<file path="config.mk">
export PLATFORM = sky130hd
export DESIGN_NAME = rc4_sched
export DESIGN_NICKNAME = d
export VERILOG_FILES = /design/src/rtl/rc4_sched.sv
export SDC_FILE = /design/constraint.sdc
export NUM_CORES = 1
export LEC_CHECK = 0
export ABC_AREA = 1
export CAP_MARGIN = 20
export CORE_ASPECT_RATIO = 2
export CORE_MARGIN = 5
export CORE_UTILIZATION = 50
export DETAILED_ROUTE_END_ITERATION = 10
export PLACE_DENSITY = 0.83
export SETUP_SLACK_MARGIN = 0.02
export SYNTH_ARGS = -nofsm -noshare
export SYNTH_HDL_FRONTEND = slang
export SYNTH_SLANG_ARGS = --single-unit
</file>
<file path="constraint.sdc">
create_clock -name clk_i -period 8.35 [get_ports clk_i]
set_clock_uncertainty 0.05 [all_clocks]
set_input_delay 1.67 -clock clk_i [delete_from_list [all_inputs] [get_ports clk_i]]
set_output_delay 1.67 -clock clk_i [all_outputs]
set_load 0.1 [all_outputs]
</file>
<file path="src/rtl/rc4_sched.sv">
// RC4 sequencer: fills the S-box, runs key scheduling, then streams keystream bytes.
// Owns all three ports of the 256x8 S-box RAM (registered reads, 1-cycle latency).
module rc4_sched #(
    parameter int KEY_AW = 5
) (
    input  logic              clk_i,
    input  logic              rst_i,
    input  logic              start_i,
    input  logic              stop_i,
    input  logic [KEY_AW:0]   key_len_i,
    output logic [KEY_AW-1:0] key_addr_o,
    input  logic [7:0]        key_byte_i,
    output logic [7:0]        ram_raddr_1_o,
    input  logic [7:0]        ram_rdata_1_i,
    output logic              ram_wen_2_o,
    output logic [7:0]        ram_waddr_2_o,
    output logic [7:0]        ram_wdata_2_o,
    output logic              ram_wen_3_o,
    output logic [7:0]        ram_addr_3_o,
    output logic [7:0]        ram_wdata_3_o,
    input  logic [7:0]        ram_rdata_3_i,
    output logic              busy_o,
    output logic              ksa_done_o,
    output logic              err_o,
    output logic              ks_valid_o,
    output logic [7:0]        ks_data_o,
    input  logic              ks_ready_i
);

    // state | meaning: IDLE wait for start | INIT S[i]=i | K_RD/K_J/K_SWAP KSA read S[i], new j, swap
    // P_RD/P_J/P_SWAP PRGA step i, new j, swap | P_T read S[si+sj] | P_OUT offer keystream byte
    typedef enum logic [3:0] {
        S_IDLE, S_INIT, S_K_RD, S_K_J, S_K_SWAP,
        S_P_RD, S_P_J, S_P_SWAP, S_P_T, S_P_OUT
    } state_t;

    localparam logic [KEY_AW:0] KEY_MAX = {1'b1, {KEY_AW{1'b0}}};
    localparam logic [KEY_AW:0] LEN_ONE = {{KEY_AW{1'b0}}, 1'b1};

    state_t            state_q;
    logic [KEY_AW:0]   key_len_q;
    logic [7:0]        i_q, j_q, si_q, sj_q;
    logic [KEY_AW-1:0] k_q;
    logic              busy_q, ksa_done_q, err_q, ks_valid_q;

    logic [7:0] key_term;
    logic [7:0] j_new;
    logic       len_ok;
    logic       k_last;

    assign len_ok   = (key_len_i != '0) && (key_len_i <= KEY_MAX);
    assign k_last   = ({1'b0, k_q} == (key_len_q - LEN_ONE));
    assign key_term = (state_q == S_K_J) ? key_byte_i : 8'd0;
    assign j_new    = j_q + ram_rdata_1_i + key_term;

    always_ff @(posedge clk_i) begin
        if (rst_i || (stop_i && (state_q != S_IDLE))) begin
            state_q    <= S_IDLE;
            key_len_q  <= '0;
            i_q        <= 8'd0;
            j_q        <= 8'd0;
            k_q        <= '0;
            si_q       <= 8'd0;
            sj_q       <= 8'd0;
            busy_q     <= 1'b0;
            ksa_done_q <= 1'b0;
            err_q      <= 1'b0;
            ks_valid_q <= 1'b0;
        end else begin
            err_q <= 1'b0;
            case (state_q)
                S_IDLE: begin
                    if (start_i) begin
                        if (len_ok) begin
                            key_len_q <= key_len_i;
                            i_q       <= 8'd0;
                            j_q       <= 8'd0;
                            k_q       <= '0;
                            busy_q    <= 1'b1;
                            state_q   <= S_INIT;
                        end else begin
                            err_q <= 1'b1;
                        end
                    end
                end
                S_INIT: begin
                    i_q <= i_q + 8'd1;
                    if (i_q == 8'hFF) state_q <= S_K_RD;
                end
                S_K_RD: state_q <= S_K_J;
                S_K_J, S_P_J: begin
                    si_q    <= ram_rdata_1_i;
                    j_q     <= j_new;
                    state_q <= (state_q == S_K_J) ? S_K_SWAP : S_P_SWAP;
                end
                S_K_SWAP: begin
                    sj_q <= ram_rdata_3_i;
                    k_q  <= k_last ? '0 : k_q + KEY_AW'(1);
                    if (i_q == 8'hFF) begin
                        // i wraps to 0 and P_RD pre-increments it, so enter PRGA with i=1
                        i_q        <= 8'd1;
                        j_q        <= 8'd0;
                        ksa_done_q <= 1'b1;
                        state_q    <= S_P_RD;
                    end else begin
                        i_q     <= i_q + 8'd1;
                        state_q <= S_K_RD;
                    end
                end
                S_P_RD: state_q <= S_P_J;
                S_P_SWAP: begin
                    sj_q    <= ram_rdata_3_i;
                    state_q <= S_P_T;
                end
                S_P_T: begin
                    ks_valid_q <= 1'b1;
                    state_q    <= S_P_OUT;
                end
                S_P_OUT: begin
                    if (ks_ready_i) begin
                        ks_valid_q <= 1'b0;
                        i_q        <= i_q + 8'd1;
                        state_q    <= S_P_RD;
                    end
                end
                default: state_q <= S_IDLE;
            endcase
        end
    end

    always_comb begin
        ram_raddr_1_o = 8'd0;
        ram_wen_2_o   = 1'b0;
        ram_waddr_2_o = 8'd0;
        ram_wdata_2_o = 8'd0;
        ram_wen_3_o   = 1'b0;
        ram_addr_3_o  = 8'd0;
        ram_wdata_3_o = 8'd0;
        case (state_q)
            S_INIT: begin
                ram_wen_2_o   = 1'b1;
                ram_waddr_2_o = i_q;
                ram_wdata_2_o = i_q;
            end
            S_K_RD, S_P_RD: ram_raddr_1_o = i_q;
            S_K_J, S_P_J:   ram_addr_3_o  = j_new;
            S_K_SWAP, S_P_SWAP: begin
                ram_wen_2_o   = 1'b1;
                ram_waddr_2_o = i_q;
                ram_wdata_2_o = ram_rdata_3_i;
                ram_wen_3_o   = (i_q != j_q);
                ram_addr_3_o  = j_q;
                ram_wdata_3_o = si_q;
            end
            S_P_T, S_P_OUT: ram_raddr_1_o = si_q + sj_q;
            default: ;
        endcase
        // an abandoned key must not disturb the S-box any further
        if (stop_i) begin
            ram_wen_2_o = 1'b0;
            ram_wen_3_o = 1'b0;
        end
    end

    assign key_addr_o = k_q;
    assign busy_o     = busy_q;
    assign ksa_done_o = ksa_done_q;
    assign err_o      = err_q;
    assign ks_valid_o = ks_valid_q;
    assign ks_data_o  = (state_q == S_P_OUT) ? ram_rdata_1_i : 8'd0;

endmodule

</file>
==> metrics.csv, run 1 <==
metric;value;unit
outcome;finished clean;
maximum VDD drop;119;uV
Post-Synthesis Net Count;652;
number of nets in the final layout;739;
Min Hold Slack;0.424;ns
DR vias/cell;5.48;
post-route fraction of the period consumed by the critical path;0.812;
fmax;148;MHz
post-synthesis instance total;592;
total number of vias;4240;
overall die width;72.3;um
number of CTS-inserted buffers;5;
quantity of I/O buffers inserted on ports;93;
CTS root buffer;clkbuf_16;
critical path startpoint;ram_rdata_1_i[1];
class of the worst hold path;reg2reg;
mux share of post-synthesis cell area;0;
Clock Sinks;51;
Crit. End Element;output port;
clock tree from TritonCTS;built;
final setup violating endpoints;0;
Worst Reg2Reg Path Length in Cells;12;
area of the die;0.00972;sq mm
final hold viol count;0;
number of buffers on the longest clock path;2;
Die Y;135;um
fill cell total of the finished layout;726;
largest fanout on the critical path;3;
sum of negative setup slack;0;ns
dominant combinational cell family by area after synthesis;simple AND/OR/NAND/NOR gates;
Mapped Area;0.00388;sq mm
Synth Area in Compound Gates;0.169;
number of placed I/O pins;94;
total wirelength of the detailed-routed design;13200;um
Worst-Margin Slew;1.00;ns
RSZ-0062 raised after global routing;no;
Adder-Cell Fraction of Synth Area;0.0981;
leakage power figure;2.21;nW
Clock transition at path regs;0.07;ns
Resized cells post-CTS;0;
basic-gate share of the synthesized area counting and, or, nand and nor cells;0.318;
cell types occupying the most area after synthesis;dfxtp_1, nand2_1, inv_1, a21oi_1, nor2_1;
signal arrival time at the worst endpoint;5.06;ns
starting density of the core;0.510;
startpoint type of the worst setup path;input pin;
syn_area_per_cell;6.55;sq um
proportion of netlist area held by the largest area contributor;0.263;
post-synthesis sequential area ratio;0.263;
initial antenna violation count;0;
RR Startpoint;state_q[2];
clock latency reported for the late side of the worst-skew pair;0.30;ns
min cycle time layout;6.78;ns
number of pins exceeding their max-slew limit in the final report;0;
detailed-route wire length per cell;17.1;um
first-pass GRT wire length;21100;um
number of design rule violations left after detail routing;0;
post-detailed-placement half-perimeter wirelength;10500;um
detailed-router iteration count before antenna repair;4;
pin count of the biggest net entering global routing;34;
Yosys reg bits;51;
area share of xor/xnor cells in the synthesized design;0.0294;
post-synthesis cell type with the largest combined area;dfxtp_1;
post-CTS setup buffer count;0;
number of standard-cell rows in the floorplan;45;
Congestion Overflow GR;0;
fraction of final layout cells with drive strength greater than 1;0.0779;
GPL Wtd Cong;0.944;
headroom to the max-slew limit;0.329;
hold_buf cts;0;
max capacitance violation total;0;
Routed Antenna Nets;0;
Yosys warnings;0;
number of antenna cells inserted;0;
total number of H-tree levels;2;
required time worst endpoint;6.63;ns
total power per unit cell area;120;mW/mm^2
layout-stage area growth over the synthesis result;29.1;%
number of unique standard cell types used by synthesis;42;
Worst R2R End;j_q[7];
number of global-route vias before repair;4313;
end point of the critical path;ram_addr_3_o[7];
setup slack on the worst flop-to-flop path;5.52;ns
WS Path Type;in2out;
Initial DRC Count;287;
Std-Cell Core Area;0.00760;sq mm
All-Layer GR Usage;0.279;
-- through the flow --
step	power (mW)	cells	utilization	instance area [sq um]	setup WS, ns
floorplan	0.340	592	-	3880	2.48
global placement	0.378	766	0.637	4840	1.62
detailed placement	0.381	766	0.637	4840	1.56
CTS	0.602	774	0.658	5000	1.56
global route	0.623	774	0.658	5000	1.38
finish	0.601	774	0.658	5000	1.57
-- Yosys cell counts, drive strengths merged --
cell type	count
xnor2	5
nor3	5
nand3b	3
o21a	1
o211ai	1
nand2	153
o32ai	1
a21o	1
ha	16
fa	9
o22ai	5
o2111ai	1
a211oi	3
a21oi	57
nand3	36
xor2	8
clkbuf	3
or2	2
buf	11
inv	102
nand4	11
o221ai	1
nor2	60
dfxtp	51
o21bai	2
nor4	2
o21ai	40
a31oi	2
-- worst min-delay path by stage --
stage	slack [ns]	from	endpoint	depth (start not counted)
final	0.42	sj_q[4]	sj_q[4]	2
after global routing	0.45	sj_q[0]	sj_q[0]	2
after CTS	0.42	sj_q[2]	sj_q[2]	2
after detailed placement	0.41	sj_q[2]	sj_q[2]	2
after global placement	0.40	busy_o	busy_o	1
after floorplan	0.40	key_len_q[1]	key_len_q[1]	2
-- worst max-delay path: stages --
cell	delay (ns)
clkdlybuf4s50_1	0.45
fa_1	0.55
ha_1	0.19
inv_1	0.06
fa_1	0.42
nor3_1	0.21
nor2_1	0.09
nand3_1	0.09
nand3_1	0.10
nand2_1	0.08
clkdlybuf4s50_1	1.13
-- layout make-up --
cell class                 count  area [sq um]  area share
sequential                    51          1020       0.204
clock buffer                   7           153      0.0305
clock inverter                 1          7.51     0.00150
multi-input combinational    425          2380       0.476
inverter                     102           383      0.0765
tap                           94           118      0.0235
timing repair buffer          94           938       0.188
-- kinds of logic (layout without fill, tap and decap cells) --
logic type | after synthesis | count (layout)
AO/OA/AOI/OAI | 115 | 115
XOR/XNOR | 13 | 13
adder cells (fa/ha/maj) | 25 | 25
buffers and inverters | 116 | 204
AND/OR/NAND/NOR | 272 | 272
flip-flops | 51 | 51
-- layout by cell type, fill, tap and decap left out, types with 5 or more instances in the layout --
cell type | synthesis | layout
a21oi_2 | 8 | 8
inv_2 | 10 | 10
clkbuf_16 | 0 | 5
fa_1 | 9 | 9
nand4_1 | 11 | 11
nand2_1 | 137 | 137
nor2_1 | 54 | 54
nand2_2 | 14 | 14
inv_1 | 92 | 92
nand3_1 | 35 | 35
xnor2_1 | 5 | 5
dfxtp_1 | 51 | 51
xor2_1 | 8 | 8
ha_1 | 16 | 16
o22ai_1 | 5 | 5
clkdlybuf4s50_1 | 0 | 93
o21ai_0 | 38 | 38
a21oi_1 | 48 | 48
-- state kept, by name, summed over array words and instances (netlist names) --
register,flops
si_q,8
err_o,1
ks_valid_o,1
sj_q,8
busy_o,1
key_len_q,6
key_addr_o,5
ksa_done_o,1
i_q,8
j_q,8
state_q,4
-- routing by layer --
layer  vias up  share of wire  track usage
met1      1984           0.33        0.274
met2       147           0.56        0.525
met4         0          0.062        0.187
li1       2067              -            -
met3        42          0.043       0.0298
met5         -              0            0
-- power by group --
| group | switching (mW) | internal (mW) |
|---|---|---|
| Clock | 0.0969 | 0.128 |
| Sequential | 0.00683 | 0.249 |
| Combinational | 0.0788 | 0.0420 |
(Power assumes the default switching activity.)
==> run 2, diff against run 1 <==
--- a/config.mk
+++ b/config.mk
@@ -9,9 +9,9 @@
 export CAP_MARGIN = 20
 export CORE_ASPECT_RATIO = 2
 export CORE_MARGIN = 5
-export CORE_UTILIZATION = 50
+export CORE_UTILIZATION = 46
 export DETAILED_ROUTE_END_ITERATION = 10
-export PLACE_DENSITY = 0.83
+export PLACE_DENSITY = 0.8
 export SETUP_SLACK_MARGIN = 0.02
 export SYNTH_ARGS = -nofsm -noshare
 export SYNTH_HDL_FRONTEND = slang
==> constraint.sdc (replaced) <==
create_clock -name clk_i -period 5.9 [get_ports clk_i]
set_clock_uncertainty 0.05 [all_clocks]
set_input_delay 1.18 -clock clk_i [delete_from_list [all_inputs] [get_ports clk_i]]
set_output_delay 1.18 -clock clk_i [all_outputs]
set_load 0.1 [all_outputs]
==> run 2 against run 1 <==
Against the previous run:
- core utilization fell by 5.1 points
- first-iteration DRC count fell by 2.1%
- final cell count grew 0.52%
- clock-buffer cell count fell by 1
- final area decreased by 0.15%
- hold slack gained 0.00071 ns
- die area grew 7.8%
- sequential share of layout area hardly changed
==> metrics.csv, run 2 (synthesis gave the netlist of run 1 again) <==
metric;value;unit
post-layout instance area;0.00500;sq mm
register area;0.00102;sq mm
layout-stage area growth over the synthesis result;28.9;%
Resized cells post-CTS;0;
Die Y;140;um
Clock transition at path regs;0.07;ns
GPL Wtd Cong;0.985;
first-pass GRT wire length;19700;um
number of antenna cells inserted;0;
pin count of the biggest net entering global routing;34;
post-detailed-placement half-perimeter wirelength;9990;um
headroom to the max-slew limit;0.333;
hold_buf cts;0;
fraction of final layout cells with drive strength greater than 1;0.0882;
final setup violating endpoints;0;
Initial DRC Count;281;
worst slack at placement;0.976;ns
number of placed I/O pins;94;
WS Path Type;in2out;
Clock Sinks;51;
clock latency reported for the late side of the worst-skew pair;0.29;ns
fill cell total of the finished layout;805;
leakage power figure;2.24;nW
required time worst endpoint;4.67;ns
maximum VDD drop;116;uV
number of pins exceeding their max-slew limit in the final report;0;
quantity of I/O buffers inserted on ports;93;
initial antenna violation count;0;
RSZ-0062 raised after global routing;no;
setup slack on the worst flop-to-flop path;3.09;ns
All-Layer GR Usage;0.243;
Congestion Overflow GR;0;
final hold viol count;0;
number of global-route vias before repair;4321;
max capacitance violation total;0;
total wirelength of the detailed-routed design;12500;um
fmax;203;MHz
worst-case setup margin in the final layout;0.977;ns
Routed Antenna Nets;0;
number of buffers on the longest clock path;2;
class of the worst hold path;reg2reg;
area of combinational cells with multiple inputs;0.00238;sq mm
DR vias/cell;5.37;
clock tree from TritonCTS;built;
most frequent cells in the layout;nand2_1, inv_1, clkdlybuf4s50_1;
total power per unit cell area;173;mW/mm^2
detailed-router iteration count before antenna repair;7;
Std-Cell Core Area;0.00823;sq mm
area of the die;0.0105;sq mm
post-CTS setup buffer count;0;
number of standard-cell rows in the floorplan;47;
sum of negative setup slack;0;ns
detailed-route wire length per cell;16.0;um
outcome;finished clean;
number of nets in the final layout;739;
standard cell area after detailed placement;0.00483;sq mm
signal arrival time at the worst endpoint;3.69;ns
overall die width;74.9;um
startpoint type of the worst setup path;input pin;
min cycle time layout;4.92;ns
number of CTS-inserted buffers;5;
most frequent standard cell in the layout excluding fill and tap cells;nand2_1;
Worst-Margin Slew;0.997;ns
CTS root buffer;clkbuf_16;
number of design rule violations left after detail routing;0;
largest fanout on the critical path;3;
post-route fraction of the period consumed by the critical path;0.834;
starting density of the core;0.471;
Crit. End Element;output port;
total number of vias;4176;
total number of H-tree levels;2;
## run 2: changes by cell type in the layout (fill, tap and decap cells not counted), sizes merged
cell,before,now
clkbuf,7,6
clkdlybuf4s50,93,85
bufinv,0,1
clkinvlp,1,0
inv,102,103
buf,1,9
## run 2: metal layers
metal / GRT usage / vias up / part of all wire
li1: - / 2073 / -
met1: 0.222 / 1924 / 0.34
met2: 0.464 / 136 / 0.56
met3: 0.0390 / 43 / 0.045
met4: 0.141 / 0 / 0.056
met5: 0 / - / 0
## run 2: power breakdown
part / internal, mW / switching, mW
Combinational: 0.0590 / 0.109
Clock: 0.202 / 0.133
Sequential: 0.352 / 0.00968
Total: 0.613 / 0.251
## run 2: path summary, 6_finish.rpt
path              cells after the start     startpoint         endpoint
setup / recovery                     13  key_byte_i[1]  ram_addr_3_o[7]
hold / removal                        1         busy_o           busy_o
setup reg to reg                     11     state_q[2]           j_q[5]
hold reg to reg                       1         busy_o           busy_o
## run 2: layout make-up
class / count / area share
repair buffers: 94 / 0.184
inverters: 102 / 0.0766
well taps: 98 / 0.0245
flip-flops and latches: 51 / 0.204
clock buffers: 6 / 0.0258
multi-input cells: 425 / 0.477
clock inverters: 2 / 0.00776
## run 2: worst max-delay path, stage by stage
cell and delay (ns):
clkdlybuf4s50_1 0.40, inv_1 0.07, nor2_1 0.05, fa_1 0.48
ha_1 0.20, inv_1 0.07, fa_1 0.42, nor3_1 0.19
nor2_1 0.08, nand3_1 0.08, nand3_1 0.10, nand2_1 0.09
buf_4 0.28
## run 2: stage by stage
stage | hold slack [ns] | utilization | power, mW | std cells
after floorplan | 0.397 | - | 0.482 | 592
after global placement | 0.407 | 0.586 | 0.532 | 770
after detailed placement | 0.416 | 0.586 | 0.535 | 770
after CTS | 0.430 | 0.607 | 0.869 | 778
after global routing | 0.449 | 0.607 | 0.895 | 778
final | 0.425 | 0.607 | 0.864 | 778
